## src/rtl/pc_seq_pkg.sv

```systemverilog
// Shared definitions for the fetch sequencer: FSM encoding, parameter defaults
// and the redirect-target alignment helper.
package pc_seq_pkg;

  localparam logic [2:0] S_IDLE  = 3'd0;
  localparam logic [2:0] S_FETCH = 3'd1;
  localparam logic [2:0] S_DRAIN = 3'd2;
  localparam logic [2:0] S_STALL = 3'd3;
  localparam logic [2:0] S_HALT  = 3'd4;

  localparam logic [31:0] RESET_VECTOR_DEF = 32'h0000_0000;
  localparam int          PC_STEP_DEF      = 4;
  localparam int          ALIGN_BITS_DEF   = 2;

  function automatic logic [31:0] align_pc(input logic [31:0] addr, input int bits);
    logic [31:0] mask;
    mask = 32'hFFFF_FFFF << bits;
    return addr & mask;
  endfunction

endpackage

```

## src/rtl/pc_fetch_sequencer.sv

```systemverilog
// Next-PC controller and req/ack instruction-fetch sequencer.
// PcNext is combinational from state; FetchAddr and FetchCount are registered.
module pc_fetch_sequencer
  import pc_seq_pkg::*;
#(
  parameter logic [31:0] RESET_VECTOR = RESET_VECTOR_DEF,
  parameter int          PC_STEP      = PC_STEP_DEF,
  parameter int          ALIGN_BITS   = ALIGN_BITS_DEF,
  parameter int          CNT_W        = 16
) (
  input  logic             Clk,
  input  logic             Reset,
  input  logic [31:0]      PcCur,
  output logic [31:0]      PcNext,
  output logic             FetchReq,
  output logic [31:0]      FetchAddr,
  input  logic             FetchAck,
  output logic             InstrValid,
  input  logic             Stall,
  input  logic             RedirectValid,
  input  logic [31:0]      RedirectTarget,
  input  logic             HaltReq,
  input  logic             Resume,
  output logic             Halted,
  output logic [CNT_W-1:0] FetchCount
);

  logic [2:0]       r_state;
  logic [31:0]      r_fetch_addr;
  logic [CNT_W-1:0] r_count;
  logic             r_halt_pend;

  logic [2:0]  w_state_nxt;
  logic [31:0] w_addr_nxt;
  logic [31:0] w_pc_next;
  logic        w_req;
  logic        w_valid;
  logic        w_halted;
  logic        w_halt_pend_nxt;
  logic [31:0] w_target;
  logic [31:0] w_step_pc;
  logic        w_halt;

  assign w_target  = align_pc(RedirectTarget, ALIGN_BITS);
  assign w_step_pc = PcCur + 32'(PC_STEP);
  assign w_halt    = HaltReq | r_halt_pend;

  always_comb begin
    w_state_nxt     = r_state;
    w_addr_nxt      = r_fetch_addr;
    w_pc_next       = PcCur;
    w_req           = 1'b0;
    w_valid         = 1'b0;
    w_halted        = 1'b0;
    w_halt_pend_nxt = r_halt_pend;
    case (r_state)
      S_IDLE: begin
        w_state_nxt = S_FETCH;
        w_addr_nxt  = PcCur;
      end
      S_FETCH: begin
        w_req = 1'b1;
        if (RedirectValid) begin
          // A redirect kills the in-flight instruction; without an ack we must
          // still drain the request before the new address can be issued.
          w_pc_next = w_target;
          if (HaltReq) w_halt_pend_nxt = 1'b1;
          if (FetchAck) w_addr_nxt = w_target;
          else          w_state_nxt = S_DRAIN;
        end else if (FetchAck) begin
          w_valid   = 1'b1;
          w_pc_next = w_step_pc;
          if (w_halt) begin
            w_state_nxt     = S_HALT;
            w_halt_pend_nxt = 1'b0;
          end else if (Stall) begin
            w_state_nxt = S_STALL;
          end else begin
            w_addr_nxt = w_step_pc;
          end
        end else if (HaltReq) begin
          w_halt_pend_nxt = 1'b1;
        end
      end
      S_DRAIN: begin
        w_req = 1'b1;
        if (RedirectValid) w_pc_next = w_target;
        if (HaltReq) w_halt_pend_nxt = 1'b1;
        if (FetchAck) begin
          w_state_nxt = S_FETCH;
          w_addr_nxt  = RedirectValid ? w_target : PcCur;
        end
      end
      S_STALL: begin
        if (RedirectValid) begin
          w_pc_next = w_target;
        end else if (HaltReq) begin
          w_state_nxt     = S_HALT;
          w_halt_pend_nxt = 1'b0;
        end else if (!Stall) begin
          w_state_nxt = S_FETCH;
          w_addr_nxt  = PcCur;
        end
      end
      S_HALT: begin
        w_halted = 1'b1;
        if (Resume && !HaltReq) begin
          w_state_nxt = S_FETCH;
          w_addr_nxt  = PcCur;
        end
      end
      default: w_state_nxt = S_IDLE;
    endcase
  end

  always_ff @(posedge Clk) begin
    if (Reset) begin
      r_state      <= S_IDLE;
      r_fetch_addr <= RESET_VECTOR;
      r_count      <= '0;
      r_halt_pend  <= 1'b0;
    end else begin
      r_state      <= w_state_nxt;
      r_fetch_addr <= w_addr_nxt;
      r_halt_pend  <= w_halt_pend_nxt;
      if (w_valid) r_count <= r_count + {{(CNT_W-1){1'b0}}, 1'b1};
    end
  end

  assign PcNext     = Reset ? RESET_VECTOR : w_pc_next;
  assign FetchReq   = w_req & ~Reset;
  assign InstrValid = w_valid & ~Reset;
  assign Halted     = w_halted & ~Reset;
  assign FetchAddr  = r_fetch_addr;
  assign FetchCount = r_count;

endmodule

```

## config.mk

```make
export PLATFORM = sky130hd
export DESIGN_NAME = pc_fetch_sequencer
export DESIGN_NICKNAME = d
export VERILOG_FILES = /design/src/rtl/pc_seq_pkg.sv /design/src/rtl/pc_fetch_sequencer.sv
export SDC_FILE = /design/constraint.sdc
export NUM_CORES = 1
export LEC_CHECK = 0
export CORE_UTILIZATION = 49
export DETAILED_ROUTE_END_ITERATION = 8
export MAX_ROUTING_LAYER = met4
export PLACE_DENSITY = 0.83
export SLEW_MARGIN = 10
export SYNTH_ARGS = -nofsm -noshare
export SYNTH_HDL_FRONTEND = slang
export SYNTH_SLANG_ARGS = --single-unit
export TNS_END_PERCENT = 30
```

## constraint.sdc

```tcl
create_clock -name Clk -period 3.1 [get_ports Clk]
set_input_delay 0.62 -clock Clk [delete_from_list [all_inputs] [get_ports Clk]]
set_output_delay 0.62 -clock Clk [all_outputs]
set_load 0.02 [all_outputs]
```

# Word level (Yosys, flattened, before mapping)
# Index checks and enable logic that the tools add are counted.
# W data, S select, Z words.
[word_totals]
input_bits = 71
word_cells = 78
regBits = 52
latch_bits = 0
rom_bits = 0
ram_bits = 0
n_memories = 0
[classes]
n_reduce_logical = 10
bitwise_logic = 5
n_addsub = 2
n_eq_ne = 18
magnitude_cmp = 0
n_div = 0
n_mux = 39
n_shift = 0
mul = 0
[ops]
columns = ["operator", "count"]
rows = [
  ["$mux W32", 14],
  ["$pmux W32 S5", 1],
  ["$pmux W32 S2", 1],
  ["$add A32 B3 Y32 const B", 1],
  ["$mux W3", 10],
  ["$add A16 B1 Y16 const B", 1],
  ["$ne A3 B3 Y1 const B", 5],
  ["$pmux W3 S5", 1],
  ["$ne A2 B2 Y1 const B", 7],
  ["$mux W1", 11],
  ["$reduce_and A9 Y1", 1],
  ["$ne A4 B4 Y1 const B", 2],
  ["$reduce_and A7 Y1", 1],
  ["$eq A3 B2 Y1 const B", 2],
  ["$reduce_bool A5 Y1", 1],
  ["$reduce_and A4 Y1", 1],
  ["$reduce_or A2 Y1", 2],
  ["$and A1 B1 Y1", 3],
  ["$eq A3 B1 Y1 const B", 1],
  ["$eq A3 B3 Y1 const B", 1],
  ["$logic_not A3 Y1", 1],
  ["$pmux W1 S3", 1],
  ["$reduce_bool A3 Y1", 1],
  ["$logic_and A1 B1 Y1", 1],
  ["other kinds (3)", 3],
]

# Longest topological paths before layout
# Gate-level depths: netlist (run 1).
[depth]
ltp_word = 6
ltp_mapped = 9

# Least setup slack after synthesis (run 1)
# OpenSTA, ideal clock, no wires.
[synth_path]
kind = "input to output"
from = "input port PcCur[6]"
to = "output port PcNext[13]"
arrival_time_ns = 2.777
setup_slack_ns = -0.297
cell_stages = 7
n_path_buf = 1
path_cell_list = "buf_2 > and3_1 > nand3_2 > nor3_1 > a21o_1 > a21oi_1 > a2111oi_0"
[synth_via]
elab_chain_len = 5
[synth_rtl]
columns = ["item", "line", "rtl"]
rows = [
  ["from (decl)", "pc_fetch_sequencer.sv:13", "input logic [31:0] PcCur,"],
  ["$add A32 B3 Y32", "pc_fetch_sequencer.sv:45", "assign w_step_pc = PcCur + 32'(PC_STEP);"],
  ["$mux W32", "pc_fetch_sequencer.sv:70", "end else if (FetchAck) begin"],
  ["$mux W32", "pc_fetch_sequencer.sv:63", "if (RedirectValid) begin"],
  ["$pmux W32 S2", "pc_fetch_sequencer.sv:56", "case (r_state)"],
  ["$mux W32", "pc_fetch_sequencer.sv:130", "assign PcNext = Reset ? RESET_VECTOR : w_pc_next;"],
  ["to (decl)", "pc_fetch_sequencer.sv:14", "output logic [31:0] PcNext,"],
]
# Every way passes these cells.

# Worst setup path after layout (run 1)
[layout_path]
from = "input port PcCur[25]"
to = "output port PcNext[30]"
# The elaborated chain is that of the path after synthesis.

==> results of run 1 <==
[sequential cells by signal (all words and copies together), names as in the netlist]
signal	cells
r_halt_pend	1
FetchCount	16
FetchAddr	32
r_state	3
[layout make-up]
type                    instances  share of cell area (%)
clock inverters                 3                   0.344
multi-input cells             613                    49.4
clock buffers                   5                   0.860
flip-flops and latches         52                    13.0
well taps                     136                    2.13
repair buffers                316                    33.8
inverters                       8                   0.422
[cell usage in the layout, fill, tap and decap left out, drive strengths merged, types with 5 or more instances in the layout]
cell type / instances
o21ai: 52
xor2: 15
nor2: 107
nand2: 58
nor4: 6
xnor2: 17
a211oi: 27
a311oi: 9
dfxtp: 52
o221ai: 6
dlygate4sd2: 28
nor2b: 10
mux2i: 9
nand4: 12
or3: 7
a22oi: 5
and3: 18
a21o: 6
nand3: 32
a221oi: 16
a2bb2oi: 5
nor3: 23
buf: 180
o22ai: 13
inv: 8
a21oi: 60
a2111oi: 10
nand2b: 13
mux2: 8
clkbuf: 14
clkdlybuf4s15: 5
clkdlybuf4s50: 94
o211ai: 9
[path summary, 6_finish.rpt]
path / startpoint / endpoint
setup / recovery: PcCur[25] / PcNext[30]
hold / removal: FetchAddr[0] / FetchAddr[0]
setup reg to reg: r_state[1] / FetchAddr[15]
hold reg to reg: FetchAddr[0] / FetchAddr[0]
[Yosys cell counts, types with 8 or more instances]
cell and instances:
clkbuf_1 38, mux2i_1 9, nand2_1 58, dfxtp_1 52, o21ai_0 51, nand2b_1 13
nor3_1 20, a2111oi_0 9, nand4_1 12, xor2_1 15, a21oi_1 60, nor2_1 107
nor2b_1 10, a311oi_1 9, nand3_1 30, mux2_2 8, a211oi_1 27, o22ai_1 13
a221oi_1 16, o211ai_1 9, xnor2_1 17, and3_1 18, buf_2 31
[critical path, delay by kind of cell]
kind | cells | cell delay, ps
compound gates | 3 | 670
buf+inv | 2 | 750
simple gates | 2 | 440
[timing repair]
action                     4_1_cts  5_1_grt
gates resized for setup        159       31
pin swaps                       18        9
buffers inserted                 2        0
setup endpoints to repair       31       26
hold buffers                     0        0
[power by group through the flow]
| stage | Sequential, mW | Combinational, mW | Clock, mW |
|---|---|---|---|
| after CTS | 0.977 | 3.26 | 0.447 |
| after global routing | 1.00 | 3.51 | 0.468 |
| after floorplan | 1.18 | 1.58 | 0 |
| after global placement | 0.978 | 3.24 | 0 |
| after detailed placement | 0.992 | 3.30 | 0 |
| final | 0.982 | 3.34 | 0.450 |
[logic make-up after synthesis]
kind of cell	after synthesis	synth area share, %
compound gates	258	33.9
buf+inv	88	7.73
simple gates	304	28.9
xor+xnor	32	5.41
fa+ha+maj	2	0.483
mux	17	3.48
flops	52	20.1
[routing by layer]
layer | GRT usage (%) | up-vias | routed length [microns] | part of all wire (%)
li1 | - | 3290 | - | -
met5 | - | - | 0 | 0
met4 | 19.8 | 0 | 915 | 4.0
met3 | 4.05 | 84 | 2390 | 10
met1 | 55.3 | 3387 | 9290 | 41
met2 | 64.9 | 508 | 10300 | 45
[through the flow]
stage                     setup slack [ps]  instances
final                                 12.2       1133
after global routing                 -44.3       1133
after CTS                             33.5       1133
after detailed placement              -945       1124
after global placement                -894       1124
after floorplan                       -256        753
==> results by group, run 1 <==
Run status
  – Status: finished clean

Place
  – Placed wire-length estimate: 17400 microns
  – Area after DPL: 0.00780 sq mm
  – RD Place Congestion: 1.10
  – Port bufs: 151

Setup path
  – Crit path required time: 2480 ps
  – R2r worst-path depth: 8
  – Worst setup SP type: input pin
  – Worst Path Arrival: 2470 ps
  – CP Class: in2out
  – CP Cell Sequence: clkdlybuf4s50_1 -> and4_1 -> and3_1 -> a21oi_1 -> o21bai_1 -> a2111oi_2 -> buf_2
  – Reg2Reg Setup Slack: 430 ps
  – CP max stage delay: 510 ps
  – CP endpoint kind: output port
  – Slowest stage cell, crit path: clkdlybuf4s50_1
  – CP max FO: 3

Hold path
  – Min-Delay Path Depth: 2
  – Hold crit path type: reg2reg

Timing
  – Setup TNS: 0 ps
  – Final hold viol count: 0
  – # setup viols final: 0
  – Clock Skews: 22.0 ps
  – RSZ-0062 raised after global routing: yes
  – Relative slew slack: 55.2%
  – Worst-Margin Slew: 669 ps
  – Achievable Freq: 324 MHz
  – Final Max Tran Viols: 0
  – Final worst path period share: 99.6%
  – Final critical-path required period: 3090 ps
  – Hold WS: 463 ps

Global routing
  – GR Overflow Total: 0
  – Pin count of the biggest net entering global routing: 42
  – Gr usage total: 42.0%
  – First-pass GRT wire length: 35400 microns
  – Number of global-route vias before repair: 6782
  – Initial antenna violation count: 0

Pwr
  – Clock share of power: 9.4%
  – Pwr Density: 597 mW/mm^2
  – Seq pwr share: 20.6%
  – Combinational power share: 70.0%
  – Final Power: 4.77 mW
  – Switching share of power: 49.2%
  – Sw Pwr: 2.35 mW
  – Cell Int Power: 2.42 mW
  – Peak supply drop: 679 uV
  – Leakage: 3.23 nW

Yosys
  – Ys flop type: dfxtp_1
  – Post-synth EDFFs: 0
  – Post-Syn Nets: 826
  – Sequential area share after synthesis: 20.1%
  – Async SR Flop Fraction: 0%
  – Largest cells by area after synthesis: dfxtp_1 (20%), nor2_1 (7.8%), a21oi_1 (5.8%)
  – Syn. warnings: 0
  – Library cells used by synthesis: 76
  – #FFs+latches synth: 52
  – Largest area contributor in the netlist: dfxtp_1
  – Post-synth top area share: 20.1%
  – Syn Area/Cell: 6.88 sq um
  – Cell area after synthesis: 0.00518 sq mm
  – Synth Instances: 753

Floorplanning
  – DIE WIDTH: 105 microns
  – Num ports: 154
  – Core Area: 0.0103 sq mm
  – Die ar.: 0.0110 sq mm
  – Die H: 105 microns
  – Initial Utilization: 50.4%
  – Site Rows: 37

Clock network
  – CTS Root Cell: clkbuf_8
  – CTS H-tree lvls: 2
  – Clock transition at path regs: 110 ps
  – Clock Sinks: 52
  – Clock tree buffer depth: 2
  – Clk_lat worst skew: 330 ps
  – CTS buffer count: 5
  – CTS tree: built

Final layout
  – Final Instance Area: 0.00800 sq mm
  – Multi-input gate area: 0.00395 sq mm
  – # diodes: 0
  – Fillers: 807
  – Fin util: 77.8%
  – Fraction of layout cells with a size suffix above 1: 25.5%
  – Register area: 0.00104 sq mm
  – Area grow syn2layout: 54.5%
  – Final-stage net count: 1069

Job
  – Maxcap violations: 0

Routing
  – Drt pass-1 iters: 7
  – Initial DRC Count: 855
  – DR vias: 7269
  – Final ANT Viol Nets: 0
  – Drt wl/cell: 20.2 microns
  – Final routed DRC violation total: 0
  – Final wirelength: 22900 microns
  – Vias per cell: 6.42
Power figures use the tool's default switching activity.
==> run 2, diff against run 1 <==
--- a/config.mk
+++ b/config.mk
@@ -6,6 +6,7 @@
 export NUM_CORES = 1
 export LEC_CHECK = 0
 export CORE_UTILIZATION = 49
+export CTS_CLUSTER_SIZE = 10
 export DETAILED_ROUTE_END_ITERATION = 8
 export MAX_ROUTING_LAYER = met4
 export PLACE_DENSITY = 0.83
==> constraint.sdc (replaced) <==
create_clock -name Clk -period 3.1 [get_ports Clk]
set_input_delay 0.62 -clock Clk [delete_from_list [all_inputs] [get_ports Clk]]
set_output_delay 0.62 -clock Clk [all_outputs]
set_load 0.1 [all_outputs]
==> results by group, run 2 (synthesized netlist as in run 1, its figures left out) <==
Floorplanning
  – Die ar.: 0.0110 sq mm (unchanged)
  – Num ports: 154 (unchanged)
  – Die H: 105 microns (unchanged)
  – Initial Utilization: 50.4% (unchanged)
  – Core Area: 0.0103 sq mm (unchanged)
  – DIE WIDTH: 105 microns (unchanged)
  – Site Rows: 37 (unchanged)

Final layout
  – Area grow syn2layout: 62.5%
  – Commonest non-fill, non-tap cell in the layout: buf_4
  – Commonest non-fill, non-tap cells in the layout: buf_4 (187), nor2_1 (101), nand2_1 (56)
  – Fin util: 81.8% (+4.0 points)
  – Fillers: 732 (-9.3%)
  – Max FFs per register: 32 (unchanged)
  – # diodes: 0 (unchanged)
  – Final-stage net count: 1047 (-2.1%)
  – Fraction of layout cells with a size suffix above 1: 34.4% (+8.9 points)

Setup path
  – Slowest stage cell, crit path: a2111oi_4
  – Worst Path Arrival: 2500 ps (+30 ps)
  – Reg2Reg Setup Slack: 300 ps (-130 ps)
  – CP endpoint kind: output port
  – Worst setup SP type: input pin
  – R2r endpoint: FetchAddr[18]
  – Buf/Inv on CP: 2 (unchanged)
  – CP max stage delay: 370 ps (-140 ps)
  – Crit-path leading delay family: simple AND/OR/NAND/NOR gates
  – Worst reg2reg path startpoint: r_state[1]
  – CP max FO: 3 (unchanged)
  – Crit path required time: 2480 ps (about the same)
  – CP Cell Sequence: dlygate4sd2_1 -> nand4_1 -> or2_4 -> nor3_4 -> a21o_1 -> a21oi_2 -> a2111oi_4 -> buf_12
  – R2r worst-path depth: 8 (unchanged)
  – CP Class: in2out

Timing
  – Clock Skews: 8.67 ps (-13.3 ps)
  – Final Max Tran Viols: 0 (unchanged)
  – # setup viols final: 1 (+1)
  – Setup TNS: -15.1 ps (-15.1 ps)
  – Crit path setup slack, layout: -15.1 ps (-27.4 ps)
  – Final critical-path required period: 3120 ps (+27.4 ps)
  – Hold WS: 467 ps (+3.23 ps)
  – Final worst path period share: 100% (+0.88 points)
  – Relative slew slack: 48.0% (-7.2 points)
  – Achievable Freq: 321 MHz (-0.88%)
  – Worst-Margin Slew: 780 ps (+111 ps)
  – RSZ-0062 raised after global routing: yes
  – Final hold viol count: 0 (unchanged)

Clock network
  – Clock transition at path regs: 100 ps (about the same)
  – CTS tree: built
  – CTS H-tree lvls: 2 (unchanged)
  – Clock tree buffer depth: 2 (unchanged)
  – Clock Sinks: 52 (unchanged)
  – CTS buffer count: 5 (unchanged)
  – Clk_lat worst skew: 340 ps (about the same)
  – CTS Root Cell: clkbuf_8

Place
  – Placed wire-length estimate: 17100 microns (-1.5%)
  – Port bufs: 151 (unchanged)
  – RD Place Congestion: 1.02 (-7.5%)

Run status
  – Violated checks: negative setup slack
  – Status: complete, but fails checks

Global routing
  – GR Overflow Total: 0 (unchanged)
  – Gr usage total: 42.2% (+0.22 points)
  – First-pass GRT wire length: 35600 microns (+0.68%)
  – Pin count of the biggest net entering global routing: 57 (+36%)
  – Number of global-route vias before repair: 6742 (-0.59%)
  – Initial antenna violation count: 0 (unchanged)

Job
  – Maxcap violations: 0 (unchanged)

Hold path
  – Worst Hold End: FetchAddr[30]
  – Hold crit path type: reg2reg
  – Min-delay src: FetchAddr[30]
  – Min-Delay Path Depth: 2 (unchanged)

Pwr
  – Leakage: 3.38 nW (+4.4%)
  – Pwr Density: 812 mW/mm^2 (+36%)
  – Peak supply drop: 770 uV (+13%)
  – Final Power: 6.83 mW (+43%)

Routing
  – Final routed DRC violation total: 0 (unchanged)
  – DR vias: 7290 (+0.29%)
  – Drt pass-1 iters: 6 (-1)
  – Vias per cell: 6.56 (+2.3%)
  – Drt wl/cell: 20.8 microns (+3.0%)
  – Initial DRC Count: 915 (+7.0%)
  – Final wirelength: 23100 microns (+1.0%)
  – Final ANT Viol Nets: 0 (unchanged)
-- run 2: cell types whose count changed in the layout (fill, tap and decap cells not counted), sizes merged --
cell | before | now
clkdlybuf4s50 | 94 | 38
buf | 180 | 229
dlygate4sd2 | 28 | 17
clkdlybuf4s15 | 5 | 1
clkbuf | 14 | 11
dlymetal6s2s | 0 | 3
clkinv | 1 | 0
clkinvlp | 2 | 3
-- run 2: per-layer routing --
layer	vias up	global-route usage, %	share of wire [%]
met2	551	62.7	44
met1	3386	56.2	40
met5	-	-	0
met4	0	18.4	4.3
met3	95	7.30	12
li1	3258	-	-
-- run 2: per-stage QoR --
| stage | instance area, sq um | setup WS (ps) | std cells |
|---|---|---|---|
| after global placement | 8210 | -308 | 1098 |
| after floorplan | 5690 | -537 | 753 |
| final | 8410 | -15.1 | 1111 |
| after detailed placement | 8210 | -428 | 1098 |
| after CTS | 8370 | 2.12 | 1108 |
| after global routing | 8410 | -59.3 | 1111 |
-- run 2: power by group --
group	total, mW	internal [mW]	switching, mW
clock network	0.431	0.165	0.267
registers	0.987	0.860	0.128
logic	5.41	1.63	3.78
-- run 2: worst min-delay path, cell delays in order, from the launching register on --
cell	delay, ps
dfxtp_1	320
nand2_1	50
a21oi_1	50
-- run 2: worst max-delay path by stage --
stage / from / endpoint / slack [ps] / cells after the start
after global placement: PcCur[3] / PcNext[19] / -310 / 8
final: PcCur[21] / PcNext[25] / -20 / 8
after CTS: PcCur[21] / PcNext[30] / 2 / 8
after floorplan: RedirectValid / PcNext[8] / -540 / 6
after global routing: PcCur[18] / PcNext[25] / -60 / 8
after detailed placement: PcCur[3] / PcNext[11] / -430 / 9
-- run 2: final cells by class --
type                            count  area, sq um  share of cell area, %
Clock buffer                        5         68.8                  0.818
Timing Repair Buffer              294         2810                   33.5
Tap cell                          136          170                   2.02
Inverter                            8         33.8                  0.402
Multi-Input combinational cell    613         4260                   50.6
Sequential cell                    52         1040                   12.4
Clock inverter                      3         26.3                  0.312
-- run 2: what timing repair did --
action                     4_1_cts  5_1_grt
pin swaps                       14        7
hold buffers                     0        0
buffers inserted                 2        3
resized for setup               47       24
cloned                           0        0
setup endpoints to repair       26       21
